### src/rtl/lsu_rmw_if.sv
// lsu_rmw_if: bundles the CPU-side request/response signals and the
// word-only data-memory port of the load/store unit.
//
// Handshake: the CPU raises req with the request fields valid. The unit
// samples req only while idle (busy=0), and the request is taken on the
// first such rising edge. From then on busy stays high and req is ignored
// until the single-cycle done pulse, which carries err and rdata. No
// request is queued.
//
// Signals (slave = the load/store unit):
//   req, we, size, sext, addr, wdata, pc   CPU -> unit request
//   busy, done, err, rdata                  unit -> CPU status/response
//   mem_we, mem_addr, mem_wdata             unit -> data memory
//   mem_rdata                               data memory -> unit (combinational)
interface lsu_rmw_if #(
  parameter int MEM_AW = 10
);
  logic              req;
  logic              we;
  logic [1:0]        size;
  logic              sext;
  logic [31:0]       addr;
  logic [31:0]       wdata;
  logic [31:0]       pc;
  logic              busy;
  logic              done;
  logic              err;
  logic [31:0]       rdata;
  logic              mem_we;
  logic [MEM_AW-1:0] mem_addr;
  logic [31:0]       mem_wdata;
  logic [31:0]       mem_rdata;

  modport slave (
    input  req, we, size, sext, addr, wdata, pc, mem_rdata,
    output busy, done, err, rdata, mem_we, mem_addr, mem_wdata
  );

  modport master (
    output req, we, size, sext, addr, wdata, pc, mem_rdata,
    input  busy, done, err, rdata, mem_we, mem_addr, mem_wdata
  );
endinterface

### src/rtl/lsu_rmw.sv
// lsu_rmw: load/store initiator between the CPU datapath and a word-only
// data memory. Byte/half stores are done as read-modify-write; byte/half
// loads are lane-selected and sign- or zero-extended. Misaligned or
// reserved-size requests finish with err and never touch memory.
//
// Ports:
//   clk      clock
//   reset    synchronous, active-high reset
//   bus      lsu_rmw_if.slave: CPU request/response + data-memory port
//   state_o  current FSM state (debug): 0 IDLE, 1 READ, 2 WRITE, 3 RESP
//
// Optional build macro LSU_TRACE_EN: prints one line per committed store
// ("@pc: *word_addr <= data"). Without it there is no trace logic and the
// behaviour and timing are identical.
module lsu_rmw #(
  parameter int MEM_AW = 10
) (
  input  logic       clk,
  input  logic       reset,
  lsu_rmw_if.slave   bus,
  output logic [1:0] state_o
);

  typedef enum logic [1:0] {
    S_IDLE  = 2'd0,
    S_READ  = 2'd1,
    S_WRITE = 2'd2,
    S_RESP  = 2'd3
  } state_t;

  state_t              state_q, state_d;
  logic                we_q, we_d;
  logic [1:0]          size_q, size_d;
  logic                sext_q, sext_d;
  // Only the bits that reach the memory (and select lanes) are kept;
  // higher address bits alias.
  logic [MEM_AW+1:0]   addr_q, addr_d;
  logic [31:0]         wdata_q, wdata_d;
  logic [31:0]         word_q, word_d;
  logic                err_q, err_d;

  logic                bad_req;
  logic [31:0]         merged;
  logic [7:0]          byte_sel;
  logic [15:0]         half_sel;
  logic [31:0]         load_val;

  // Reserved size, or a half/word not naturally aligned.
  always_comb begin
    bad_req = 1'b0;
    case (bus.size)
      2'b01:   bad_req = bus.addr[0];
      2'b10:   bad_req = (bus.addr[1:0] != 2'b00);
      2'b11:   bad_req = 1'b1;
      default: bad_req = 1'b0;
    endcase
  end

  always_ff @(posedge clk) begin
    if (reset) begin
      state_q <= S_IDLE;
      we_q    <= 1'b0;
      size_q  <= 2'b00;
      sext_q  <= 1'b0;
      addr_q  <= '0;
      wdata_q <= '0;
      word_q  <= '0;
      err_q   <= 1'b0;
    end else begin
      state_q <= state_d;
      we_q    <= we_d;
      size_q  <= size_d;
      sext_q  <= sext_d;
      addr_q  <= addr_d;
      wdata_q <= wdata_d;
      word_q  <= word_d;
      err_q   <= err_d;
    end
  end

  always_comb begin
    state_d = state_q;
    we_d    = we_q;
    size_d  = size_q;
    sext_d  = sext_q;
    addr_d  = addr_q;
    wdata_d = wdata_q;
    word_d  = word_q;
    err_d   = err_q;
    case (state_q)
      S_IDLE: begin
        if (bus.req) begin
          we_d    = bus.we;
          size_d  = bus.size;
          sext_d  = bus.sext;
          addr_d  = bus.addr[MEM_AW+1:0];
          wdata_d = bus.wdata;
          err_d   = bad_req;
          if (bad_req) begin
            state_d = S_RESP;
          end else if (bus.we && (bus.size == 2'b10)) begin
            // Full-word store needs no old data.
            state_d = S_WRITE;
          end else begin
            state_d = S_READ;
          end
        end
      end
      S_READ: begin
        word_d  = bus.mem_rdata;
        state_d = we_q ? S_WRITE : S_RESP;
      end
      S_WRITE: state_d = S_RESP;
      S_RESP:  state_d = S_IDLE;
      default: state_d = S_IDLE;
    endcase
  end

  // Store merge: replace the addressed lane(s) of the word read back.
  always_comb begin
    merged = word_q;
    case (size_q)
      2'b00: begin
        case (addr_q[1:0])
          2'd0:    merged[7:0]   = wdata_q[7:0];
          2'd1:    merged[15:8]  = wdata_q[7:0];
          2'd2:    merged[23:16] = wdata_q[7:0];
          default: merged[31:24] = wdata_q[7:0];
        endcase
      end
      2'b01: begin
        if (addr_q[1]) merged[31:16] = wdata_q[15:0];
        else           merged[15:0]  = wdata_q[15:0];
      end
      default: merged = wdata_q;
    endcase
  end

  // Load extraction: little-endian lane select, then extend.
  always_comb begin
    case (addr_q[1:0])
      2'd0:    byte_sel = word_q[7:0];
      2'd1:    byte_sel = word_q[15:8];
      2'd2:    byte_sel = word_q[23:16];
      default: byte_sel = word_q[31:24];
    endcase
    half_sel = addr_q[1] ? word_q[31:16] : word_q[15:0];
    case (size_q)
      2'b00:   load_val = {{24{sext_q & byte_sel[7]}}, byte_sel};
      2'b01:   load_val = {{16{sext_q & half_sel[15]}}, half_sel};
      default: load_val = word_q;
    endcase
  end

  assign bus.busy      = (state_q != S_IDLE);
  assign bus.done      = (state_q == S_RESP);
  assign bus.err       = (state_q == S_RESP) && err_q;
  assign bus.rdata     = ((state_q == S_RESP) && !we_q && !err_q) ? load_val : 32'd0;
  // Gated by reset so a reset landing in WRITE never commits the store.
  assign bus.mem_we    = (state_q == S_WRITE) && !reset;
  assign bus.mem_addr  = addr_q[MEM_AW+1:2];
  assign bus.mem_wdata = merged;
  assign state_o       = state_q;

`ifdef LSU_TRACE_EN
  logic [31:0] pc_q;
  logic [31:0] trace_addr_q;

  always_ff @(posedge clk) begin
    if (reset) begin
      pc_q         <= '0;
      trace_addr_q <= '0;
    end else if ((state_q == S_IDLE) && bus.req) begin
      pc_q         <= bus.pc;
      trace_addr_q <= bus.addr;
    end
  end

  always @(posedge clk) begin
    if (bus.mem_we) begin
      $display("@%h: *%h <= %h", pc_q, {trace_addr_q[31:2], 2'b00}, bus.mem_wdata);
    end
  end
`endif

endmodule

### src/flat_wrapper.sv
// flat-port wrapper written by rule: the top's interface ports become plain ports
module lsu_rmw_flat 
#(
  parameter int MEM_AW = 10
)
  (clk, reset, state_o, bus_req, bus_we, bus_size, bus_sext, bus_addr, bus_wdata, bus_pc, bus_mem_rdata, bus_busy, bus_done, bus_err, bus_rdata, bus_mem_we, bus_mem_addr, bus_mem_wdata);
  lsu_rmw_if #(.MEM_AW(MEM_AW)) bus_i ();
  input  logic clk;
  input  logic reset;
  output logic [1:0] state_o;
  input wire logic [$bits(bus_i.req)-1:0] bus_req;
  input wire logic [$bits(bus_i.we)-1:0] bus_we;
  input wire logic [$bits(bus_i.size)-1:0] bus_size;
  input wire logic [$bits(bus_i.sext)-1:0] bus_sext;
  input wire logic [$bits(bus_i.addr)-1:0] bus_addr;
  input wire logic [$bits(bus_i.wdata)-1:0] bus_wdata;
  input wire logic [$bits(bus_i.pc)-1:0] bus_pc;
  input wire logic [$bits(bus_i.mem_rdata)-1:0] bus_mem_rdata;
  output wire logic [$bits(bus_i.busy)-1:0] bus_busy;
  output wire logic [$bits(bus_i.done)-1:0] bus_done;
  output wire logic [$bits(bus_i.err)-1:0] bus_err;
  output wire logic [$bits(bus_i.rdata)-1:0] bus_rdata;
  output wire logic [$bits(bus_i.mem_we)-1:0] bus_mem_we;
  output wire logic [$bits(bus_i.mem_addr)-1:0] bus_mem_addr;
  output wire logic [$bits(bus_i.mem_wdata)-1:0] bus_mem_wdata;
  assign bus_i.req = bus_req;
  assign bus_i.we = bus_we;
  assign bus_i.size = bus_size;
  assign bus_i.sext = bus_sext;
  assign bus_i.addr = bus_addr;
  assign bus_i.wdata = bus_wdata;
  assign bus_i.pc = bus_pc;
  assign bus_i.mem_rdata = bus_mem_rdata;
  assign bus_busy = bus_i.busy;
  assign bus_done = bus_i.done;
  assign bus_err = bus_i.err;
  assign bus_rdata = bus_i.rdata;
  assign bus_mem_we = bus_i.mem_we;
  assign bus_mem_addr = bus_i.mem_addr;
  assign bus_mem_wdata = bus_i.mem_wdata;
  lsu_rmw #(.MEM_AW(MEM_AW)) u_core (.clk(clk), .reset(reset), .bus(bus_i), .state_o(state_o));
endmodule
### config.mk
export PLATFORM = sky130hd
export DESIGN_NAME = lsu_rmw_flat
export DESIGN_NICKNAME = d
export VERILOG_FILES = /design/src/rtl/lsu_rmw_if.sv /design/src/rtl/lsu_rmw.sv /design/src/flat_wrapper.sv
export SDC_FILE = /design/constraint.sdc
export NUM_CORES = 1
export LEC_CHECK = 0
export CORE_AREA = 2 2 124 126
export CTS_CLUSTER_SIZE = 14
export DETAILED_ROUTE_END_ITERATION = 7
export DIE_AREA = 0 0 126 128
export PLACE_DENSITY = 0.64
export SLEW_MARGIN = 20
export SYNTH_ARGS = -nofsm -noshare
export SYNTH_HDL_FRONTEND = slang
export SYNTH_SLANG_ARGS = --single-unit
### constraint.sdc
create_clock -name clk -period 2 [get_ports clk]
set_input_delay 0.4 -clock clk [delete_from_list [all_inputs] [get_ports clk]]
set_output_delay 0.4 -clock clk [all_outputs]
set_load 0.05 [all_outputs]
==> reports/summary.txt, run 1 <==
Seq cells post-synth = 83
Sink Count = 83
routed via count = 4835
H-Tree Depth = 3
Synth cell types = 36
Synth top area share = 38.18%
Max Clk Rate = 407.9 MHz
antenna-violating nets left = 0
first-pass GRT wire length = 26.41 mm
area leader, netlist = dfxtp_1
largest net degree at the start of global routing = 56
Skew-Pair Late Insertion Delay = 0.35 ns
Initial Util = 29.28%
Initial DRC Count = 264
Tot GR Track Use = 21.05%
Core Rows = 45
warning count from the yosys run = 0
CTS tree = built
Critical Path RT = 1.60 ns
Area Growth Syn to Fin = 97.96%
Reg2Reg Depth = 7
DRC viols = 0
final hold vios = 0
failing checks = negative setup slack
max-slew violations = 0
PwrDens = 1142 nW/µm²
Die Y = 128 µm
outcome = finished, violations left
Synth Area per Inst = 7.439 µm²
total wire length = 17.23 mm
DRT Pass-1 Iters = 5
DR vias/cell = 4.949
Power Total = 9.841 mW
fin util = 57.95%
RSZ-0062 raised after global routing = yes
Die W = 126 µm
synthesized area = 4352 µm²
syn_nets = 725
Leak = 3.349 nW
fin crit share = 122.6%
Final Worst Setup Slack = -0.4519 ns
DP Cell Count = 943
Area contributors post-synth = dfxtp_1, nand2_1, mux2i_1
placer congestion estimate = 0.8806
die area = 16130 µm²
layout cell share with drive strength beyond 1 = 36.76%
Layout Nets = 924
most frequent cells in the layout = nand2_1, clkdlybuf4s50_1, dfxtp_1
Worst Hold End = u_core.addr_q[10]
final-layout fill cell count = 1310
Core Region = 14860 µm²
Syn Inst Count = 585
Slew @ Worst Pin = 0.5068 ns
# IOs = 215
worst r2r src = u_core.state_o[1]
sequential fraction of the synthesis area = 38.18%
most common cell after layout, fill and taps aside = nand2_1
critical path type = register to output port
Post-Layout Cell Count = 977
worst slack, placed = -0.2038 ns
FFs w/ async S/R, synth = 0%
min-delay src = u_core.addr_q[10]
final hold slack = 0.4529 ns
Primary FF master, synth = dfxtp_1
Critical Path Fanout Max = 8
gr ovfl total = 0
HP Class = register to register
Reg clk slew, reported paths = 0.06 ns
clock root cell = clkbuf_16
vias in the first global route = 4864
Final HPWL DP = 13.28 mm
Max VDD drop = 1.407 mV
Worst R2R End = u_core.wdata_q[31]
Post-Route Skew = 0.006452 ns
crit path DAT = 2.05 ns
Hold Buf Count CTS = 0
EDFF count, synth = 0
Bufs on Longest Clock Path = 2
PortBufs = 162
Final setup viols = 63
initial antenna violation count = 0
total CTS buffers = 9
Antenna Cells = 0
Max Cap Viol = 0
critical path startpoint category = register
R2R Setup Slk = 0.36 ns
Worst Hold Path Cells = 2
worst rel slew slack = 66.11%
routed len/inst = 17.63 µm
crit end category = output port
Final min period = 2.452 ns
-- kinds of logic (layout without fill, tap and decap cells) --
| group | after synthesis | after routing | synth area share (%) |
|---|---|---|---|
| AOI/OAI and AO/OA | 142 | 142 | 20.33 |
| adders and majority gates | 5 | 5 | 1.438 |
| buffers and inverters | 68 | 272 | 7.159 |
| DFF | 83 | 83 | 38.18 |
| muxes | 48 | 48 | 11.21 |
| and+or+nand+nor | 239 | 239 | 21.68 |
-- where the power goes --
group | switching, mW | total [mW] | internal [mW]
combinational | 3.19 | 5.75 | 2.56
sequential | 0.401 | 2.43 | 2.03
clock | 0.723 | 1.66 | 0.939
total | 4.31 | 9.84 | 5.53
-- critical path, stage by stage, from the launching register on --
cell	delay, ns
dfxtp_2	0.35
or3_4	0.41
o32ai_4	0.20
a21oi_4	0.11
buf_12	0.17
a221oi_4	0.29
buf_12	0.18
-- final cells by class --
type	count	area [µm²]	share of cell area (%)
clock buffer	10	250.2	2.905
clock inverter	6	51.30	0.5955
inverter	15	60.06	0.6972
multi-input combinational	434	3278	38.05
sequential	83	1679	19.49
tap	188	235.2	2.731
timing repair buffer	241	3060	35.53
-- sequential cells by signal, summed over array words and instances, names as in the netlist --
name            count
u_core.addr_q      12
u_core.err_q        1
u_core.sext_q       1
u_core.size_q       2
u_core.state_o      2
u_core.wdata_q     32
u_core.we_q         1
u_core.word_q      32
-- cell usage after synthesis, types with 10 or more instances --
| cell type | n |
|---|---|
| o22ai_1 | 10 |
| buf_2 | 11 |
| inv_1 | 15 |
| dfxtp_1 | 83 |
| a22oi_1 | 13 |
| a21oi_1 | 66 |
| o21ai_0 | 27 |
| mux2i_1 | 42 |
| nor2_1 | 48 |
| nand2_1 | 172 |
| clkbuf_1 | 26 |
| buf_4 | 11 |
-- routing by layer --
| layer | part of all wire (%) | up-vias | routed length, µm | GRT usage (%) |
|---|---|---|---|---|
| met5 | 0 | - | 0 | 0 |
| met4 | 2.4 | 0 | 410 | 6.593 |
| met3 | 6.6 | 26 | 1133 | 4.841 |
| met2 | 49 | 160 | 8444 | 35.64 |
| met1 | 42 | 2268 | 7239 | 26.69 |
| li1 | - | 2381 | - | - |
-- what timing repair did --
item,4_1_cts,5_1_grt
buffers inserted,7,12
gates cloned,2,1
resized for setup,30,51
endpoints found under the setup margin,65,64
pin swaps,8,26
-- worst max-delay path by stage --
stage,start,to,slack [ns]
after CTS,u_core.addr_q[1],bus_rdata[13],-0.44
after global routing,u_core.size_q[1],bus_rdata[8],-0.54
after floorplan,u_core.state_o[0],bus_rdata[10],-0.32
after detailed placement,u_core.addr_q[1],bus_rdata[13],-0.20
after global placement,u_core.addr_q[1],bus_rdata[8],-0.16
final,u_core.size_q[0],bus_rdata[8],-0.45
-- through the flow --
step                area [µm²]  TNS [ns]
detailed placement        7745    -2.556
global route              8615    -22.07
finish                    8615    -17.50
floorplan                 5071    -8.927
CTS                       8278    -18.75
global placement          7745    -1.597
Note: power is estimated with default switching activity, not from simulation.
==> run 2: changes to the inputs <==
- RECOVER_POWER: not set -> 100
==> reports/summary.txt, run 2 (synthesized netlist as in run 1, its figures left out) <==
outcome = finished, violations left (unchanged)
failing checks = negative setup slack (unchanged)
Initial DRC Count = 276 (was 264)
cell-internal power = 5.430 mW (was 5.529 mW)
switch share = 44.19% (was 43.81%)
PortBufs = 162 (unchanged)
max-slew violations = 0 (unchanged)
HP Class = register to register (unchanged)
Die Y = 128 µm (unchanged)
Reg power frac = 24.9% (was 24.7%)
Final Worst Setup Slack = -0.4531 ns (was -0.4519 ns)
DRT Pass-1 Iters = 4 (was 5)
worst rel slew slack = 55.66% (was 66.11%)
Final setup viols = 63 (unchanged)
Core Rows = 45 (unchanged)
Power Total = 9.731 mW (was 9.841 mW)
Critical Path RT = 1.60 ns (about the same)
critical path type = register to output port (unchanged)
Max VDD drop = 1.407 mV (about the same)
Reg clk slew, reported paths = 0.06 ns (about the same)
fin util = 57.58% (was 57.95%)
crit path DAT = 2.05 ns (about the same)
fin crit share = 122.7% (was 122.6%)
setup tns final = -17.45 ns (was -17.50 ns)
crit end category = output port (unchanged)
Max Clk Rate = 407.6 MHz (was 407.9 MHz)
Layout Nets = 924 (unchanged)
placer congestion estimate = 0.8806 (unchanged)
Bufs on Longest Clock Path = 2 (unchanged)
final-layout fill cell count = 1320 (was 1310)
first-pass GRT wire length = 26.41 mm (unchanged)
Gate power share = 57.9% (was 58.5%)
clock root cell = clkbuf_16 (unchanged)
total wire length = 17.25 mm (was 17.23 mm)
Skew-Pair Late Insertion Delay = 0.35 ns (about the same)
Final min period = 2.453 ns (was 2.452 ns)
Antenna Cells = 0 (unchanged)
most common cell after layout, fill and taps aside = nand2_1 (unchanged)
DR vias/cell = 4.948 (was 4.949)
initial antenna violation count = 0 (unchanged)
layout cell share with drive strength beyond 1 = 36.25% (was 36.76%)
DP Cell Count = 943 (unchanged)
final hold vios = 0 (unchanged)
most frequent cells in the layout = nand2_1, clkdlybuf4s50_1, dfxtp_1 (unchanged)
Slew @ Worst Pin = 0.6651 ns (was 0.5068 ns)
total CTS buffers = 9 (unchanged)
CTS tree = built (unchanged)
top flop regs = u_core.wdata_q: 32 flops, u_core.word_q: 32 flops, u_core.addr_q: 12 flops (unchanged)
Core Region = 14860 µm² (unchanged)
final hold slack = 0.4530 ns (was 0.4529 ns)
critical path startpoint category = register (unchanged)
routed len/inst = 17.65 µm (was 17.63 µm)
Post-Route Skew = 0.006784 ns (was 0.006452 ns)
H-Tree Depth = 3 (unchanged)
Sink Count = 83 (unchanged)
routed via count = 4834 (was 4835)
Psw = 4.300 mW (was 4.312 mW)
Final HPWL DP = 13.28 mm (unchanged)
Die W = 126 µm (unchanged)
Max Cap Viol = 0 (unchanged)
gr ovfl total = 0 (unchanged)
PwrDens = 1137 nW/µm² (was 1142 nW/µm²)
Area Growth Syn to Fin = 96.69% (was 97.96%)
DRC viols = 0 (unchanged)
Leak = 3.326 nW (was 3.349 nW)
Post-Layout Cell Count = 977 (unchanged)
clock group share of total power = 17.1% (was 16.9%)
RSZ-0062 raised after global routing = yes (unchanged)
vias in the first global route = 4864 (unchanged)
Initial Util = 29.28% (unchanged)
R2R Setup Slk = 0.15 ns (was 0.36 ns)
antenna-violating nets left = 0 (unchanged)
Critical Path Fanout Max = 8 (unchanged)
largest net degree at the start of global routing = 56 (unchanged)
Tot GR Track Use = 21.05% (unchanged)
die area = 16130 µm² (unchanged)
# IOs = 215 (unchanged)
-- run 2: layer usage --
metal / track usage (%) / wire (µm) / vias to the layer above
met1: 26.69 / 7244 / 2262
met2: 35.64 / 8420 / 163
li1: - / - / 2384
met5: 0 / 0 / -
met4: 6.593 / 388 / 0
met3: 4.841 / 1194 / 25
-- run 2: metrics by stage --
step / worst slack, ns / instance area, µm²
floorplan: -0.3248 / 5071
global placement: -0.1612 / 7745
detailed placement: -0.2038 / 7745
CTS: -0.4442 / 8278
global route: -0.5361 / 8559
finish: -0.4531 / 8559
-- run 2: worst paths after layout --
| path | cells after the start | to | startpoint |
|---|---|---|---|
| min | 2 | u_core.addr_q[10] | u_core.addr_q[10] |
| max reg2reg | 6 | u_core.word_q[18] | u_core.state_o[1] |
| min reg2reg | 2 | u_core.addr_q[10] | u_core.addr_q[10] |
| max | 6 | bus_rdata[8] | u_core.size_q[0] |
-- run 2: cell type report --
| class | count | area [µm²] | area share [%] |
|---|---|---|---|
| multi-input cells | 434 | 3274 | 38.25 |
| repair buffers | 241 | 3009 | 35.16 |
| flip-flops and latches | 83 | 1679 | 19.62 |
| clock buffers | 10 | 250.2 | 2.924 |
| well taps | 188 | 235.2 | 2.748 |
| inverters | 15 | 60.06 | 0.7017 |
| clock inverters | 6 | 51.30 | 0.5993 |
-- run 2: power groups by stage --
stage | clock network, mW | registers, mW | logic, mW
floorplan | 0 | 2.38 | 3.12
global placement | 0 | 2.40 | 5.25
detailed placement | 0 | 2.42 | 5.30
CTS | 1.71 | 2.40 | 5.50
global route | 1.78 | 2.46 | 5.96
finish | 1.67 | 2.43 | 5.64
-- run 2: critical path, stage by stage, from the launching register on --
cell and delay, ns:
dfxtp_2 0.35, or3_4 0.41, o32ai_4 0.20, a21oi_4 0.11
buf_12 0.17, a221oi_4 0.29, buf_12 0.18
-- run 2: what timing repair did --
item | in CTS | in global routing
pin swaps | 8 | 26
buffers inserted | 7 | 12
gates cloned | 2 | 1
endpoints found under the setup margin | 65 | 64
hold buffers | 0 | 0
gates resized for setup | 30 | 51
==> run 3: changes to the inputs <==
- ABC_CLOCK_PERIOD_IN_PS: not set -> 2000
- GPL_ROUTABILITY_DRIVEN: not set -> 0
==> reports/summary.txt, run 3 (synthesized netlist as in run 1, its figures left out) <==
outcome = finished, violations left (unchanged)
failing checks = negative setup slack (unchanged)
HP Class = register to register (unchanged)
fin crit share = 122.6% (was 122.7%)
Critical Path Fanout Max = 8 (unchanged)
H-Tree Depth = 3 (unchanged)
Tot GR Track Use = 22.22% (was 21.05%)
CTS tree = built (unchanged)
largest net degree at the start of global routing = 84 (was 56)
vias in the first global route = 5094 (was 4864)
Reg2Reg Depth = 8 (was 6)
top flop regs = u_core.wdata_q: 32 flops, u_core.word_q: 32 flops, u_core.addr_q: 12 flops (unchanged)
Layout Nets = 913 (was 924)
Bufs on Longest Clock Path = 2 (unchanged)
DR vias/cell = 5.157 (was 4.948)
Antenna Cells = 0 (unchanged)
die area = 16130 µm² (unchanged)
Die W = 126 µm (unchanged)
PortBufs = 162 (unchanged)
Sink Count = 83 (unchanged)
R2R Setup Slk = 0.05 ns (was 0.15 ns)
fin util = 58.57% (was 57.58%)
min-delay src = u_core.wdata_q[31] (was u_core.addr_q[10])
final hold vios = 0 (unchanged)
crit end category = output port (unchanged)
Worst R2R End = u_core.state_o[0] (was u_core.word_q[18])
Core Rows = 45 (unchanged)
DRC viols = 0 (unchanged)
total CTS buffers = 9 (unchanged)
clock root cell = clkbuf_16 (unchanged)
Hold Buf Count CTS = 0 (unchanged)
total wire length = 18.32 mm (was 17.25 mm)
Die Y = 128 µm (unchanged)
routed len/inst = 18.96 µm (was 17.65 µm)
critical path startpoint category = register (unchanged)
DRT Pass-1 Iters = 5 (was 4)
Final setup viols = 64 (was 63)
Slew @ Worst Pin = 0.6673 ns (was 0.6651 ns)
Final min period = 2.452 ns (was 2.453 ns)
Worst Hold End = u_core.wdata_q[31] (was u_core.addr_q[10])
Reg clk slew, reported paths = 0.06 ns (about the same)
final-layout fill cell count = 1277 (was 1320)
Critical Path RT = 1.60 ns (about the same)
Leak = 3.261 nW (was 3.326 nW)
PwrDens = 1178 nW/µm² (was 1137 nW/µm²)
Final Worst Setup Slack = -0.4515 ns (was -0.4531 ns)
Max VDD drop = 1.322 mV (was 1.407 mV)
# IOs = 215 (unchanged)
Initial DRC Count = 357 (was 276)
Post-Route Skew = 0.006939 ns (was 0.006784 ns)
Area Growth Syn to Fin = 100.1% (was 96.69%)
RSZ-0062 raised after global routing = yes (unchanged)
most common cell after layout, fill and taps aside = nand2_1 (unchanged)
initial antenna violation count = 0 (unchanged)
first-pass GRT wire length = 27.63 mm (was 26.41 mm)
critical path type = register to output port (unchanged)
max-slew violations = 0 (unchanged)
Skew-Pair Late Insertion Delay = 0.35 ns (about the same)
worst rel slew slack = 55.51% (was 55.66%)
gr ovfl total = 0 (unchanged)
antenna-violating nets left = 0 (unchanged)
Max Cap Viol = 0 (unchanged)
Max Clk Rate = 407.9 MHz (was 407.6 MHz)
Core Region = 14860 µm² (unchanged)
layout cell share with drive strength beyond 1 = 35.99% (was 36.25%)
Final HPWL DP = 12.81 mm (was 13.28 mm)
most frequent cells in the layout = nand2_1, clkdlybuf4s50_1, dfxtp_1 (unchanged)
Initial Util = 29.28% (unchanged)
worst r2r src = u_core.state_o[1] (unchanged)
Worst Hold Path Cells = 2 (unchanged)
final hold slack = 0.4547 ns (was 0.4530 ns)
routed via count = 4982 (was 4834)
crit path DAT = 2.05 ns (about the same)
-- run 3: changes by cell type in the layout (fill, tap and decap cells not counted), sizes merged --
| cell | before | now |
|---|---|---|
| buf | 141 | 129 |
| bufbuf | 1 | 0 |
| bufinv | 0 | 2 |
| clkbuf | 17 | 21 |
| dlygate4sd2 | 1 | 0 |
| inv | 18 | 14 |
| nand2 | 173 | 174 |
-- run 3: worst max path at each step --
stage | startpoint | to | slack [ns] | cells after the start
after floorplan | u_core.state_o[0] | bus_rdata[10] | -0.32 | 5
after global placement | u_core.addr_q[1] | bus_rdata[8] | -0.11 | 5
after detailed placement | u_core.addr_q[1] | bus_rdata[8] | -0.20 | 5
after CTS | u_core.state_o[0] | bus_rdata[22] | -0.43 | 8
after global routing | u_core.state_o[1] | bus_rdata[17] | -0.53 | 8
final | u_core.size_q[0] | bus_rdata[9] | -0.45 | 6
-- run 3: critical path, stage by stage, from the launching register on --
cell and delay [ns]:
dfxtp_2 0.35, or3_4 0.38, o32ai_4 0.20, a21oi_4 0.11, buf_12 0.17, a221oi_4 0.31, buf_12 0.18
-- run 3: metrics by stage --
stage | setup slack, ns | instances | total power [mW] | cell area (µm²) | TNS, ns
floorplan | -0.3248 | 585 | 5.501 | 5071 | -8.927
global placement | -0.1145 | 928 | 7.595 | 7605 | -1.286
detailed placement | -0.1987 | 928 | 7.695 | 7605 | -2.934
CTS | -0.4317 | 961 | 10.23 | 8640 | -18.18
global route | -0.5312 | 966 | 10.69 | 8706 | -23.54
finish | -0.4515 | 966 | 10.25 | 8706 | -19.25
-- run 3: cell type report --
cell class	count	area, µm²	area share [%]
multi-input combinational	435	3450	39.62
timing repair buffer	229	2945	33.83
sequential	83	1673	19.22
clock buffer	12	267.8	3.076
tap	188	235.2	2.702
clock inverter	4	70.07	0.8048
inverter	15	65.06	0.7473
-- run 3: timing repair --
| item | 4_1_cts | 5_1_grt |
|---|---|---|
| setup endpoints to repair | 64 | 64 |
| cloned | 6 | 0 |
| endpoints found under the hold margin | 0 | 0 |
| pin swaps | 33 | 19 |
| resized for setup | 102 | 30 |
| setup buffers | 13 | 6 |
-- run 3: metal layers --
| metal | up-vias | global-route usage [%] | wire length, µm |
|---|---|---|---|
| met4 | 0 | 9.179 | 450 |
| met5 | - | 0 | 0 |
| met3 | 35 | 5.801 | 1214 |
| met2 | 206 | 36.78 | 8977 |
| li1 | 2362 | - | - |
| met1 | 2379 | 27.53 | 7672 |
-- run 3: power by group --
part / leakage, nW / internal, mW / switching, mW
sequential: 0.681 / 2.02 / 0.441
combinational: 2.41 / 2.57 / 3.32
clock: 0.168 / 1.20 / 0.693
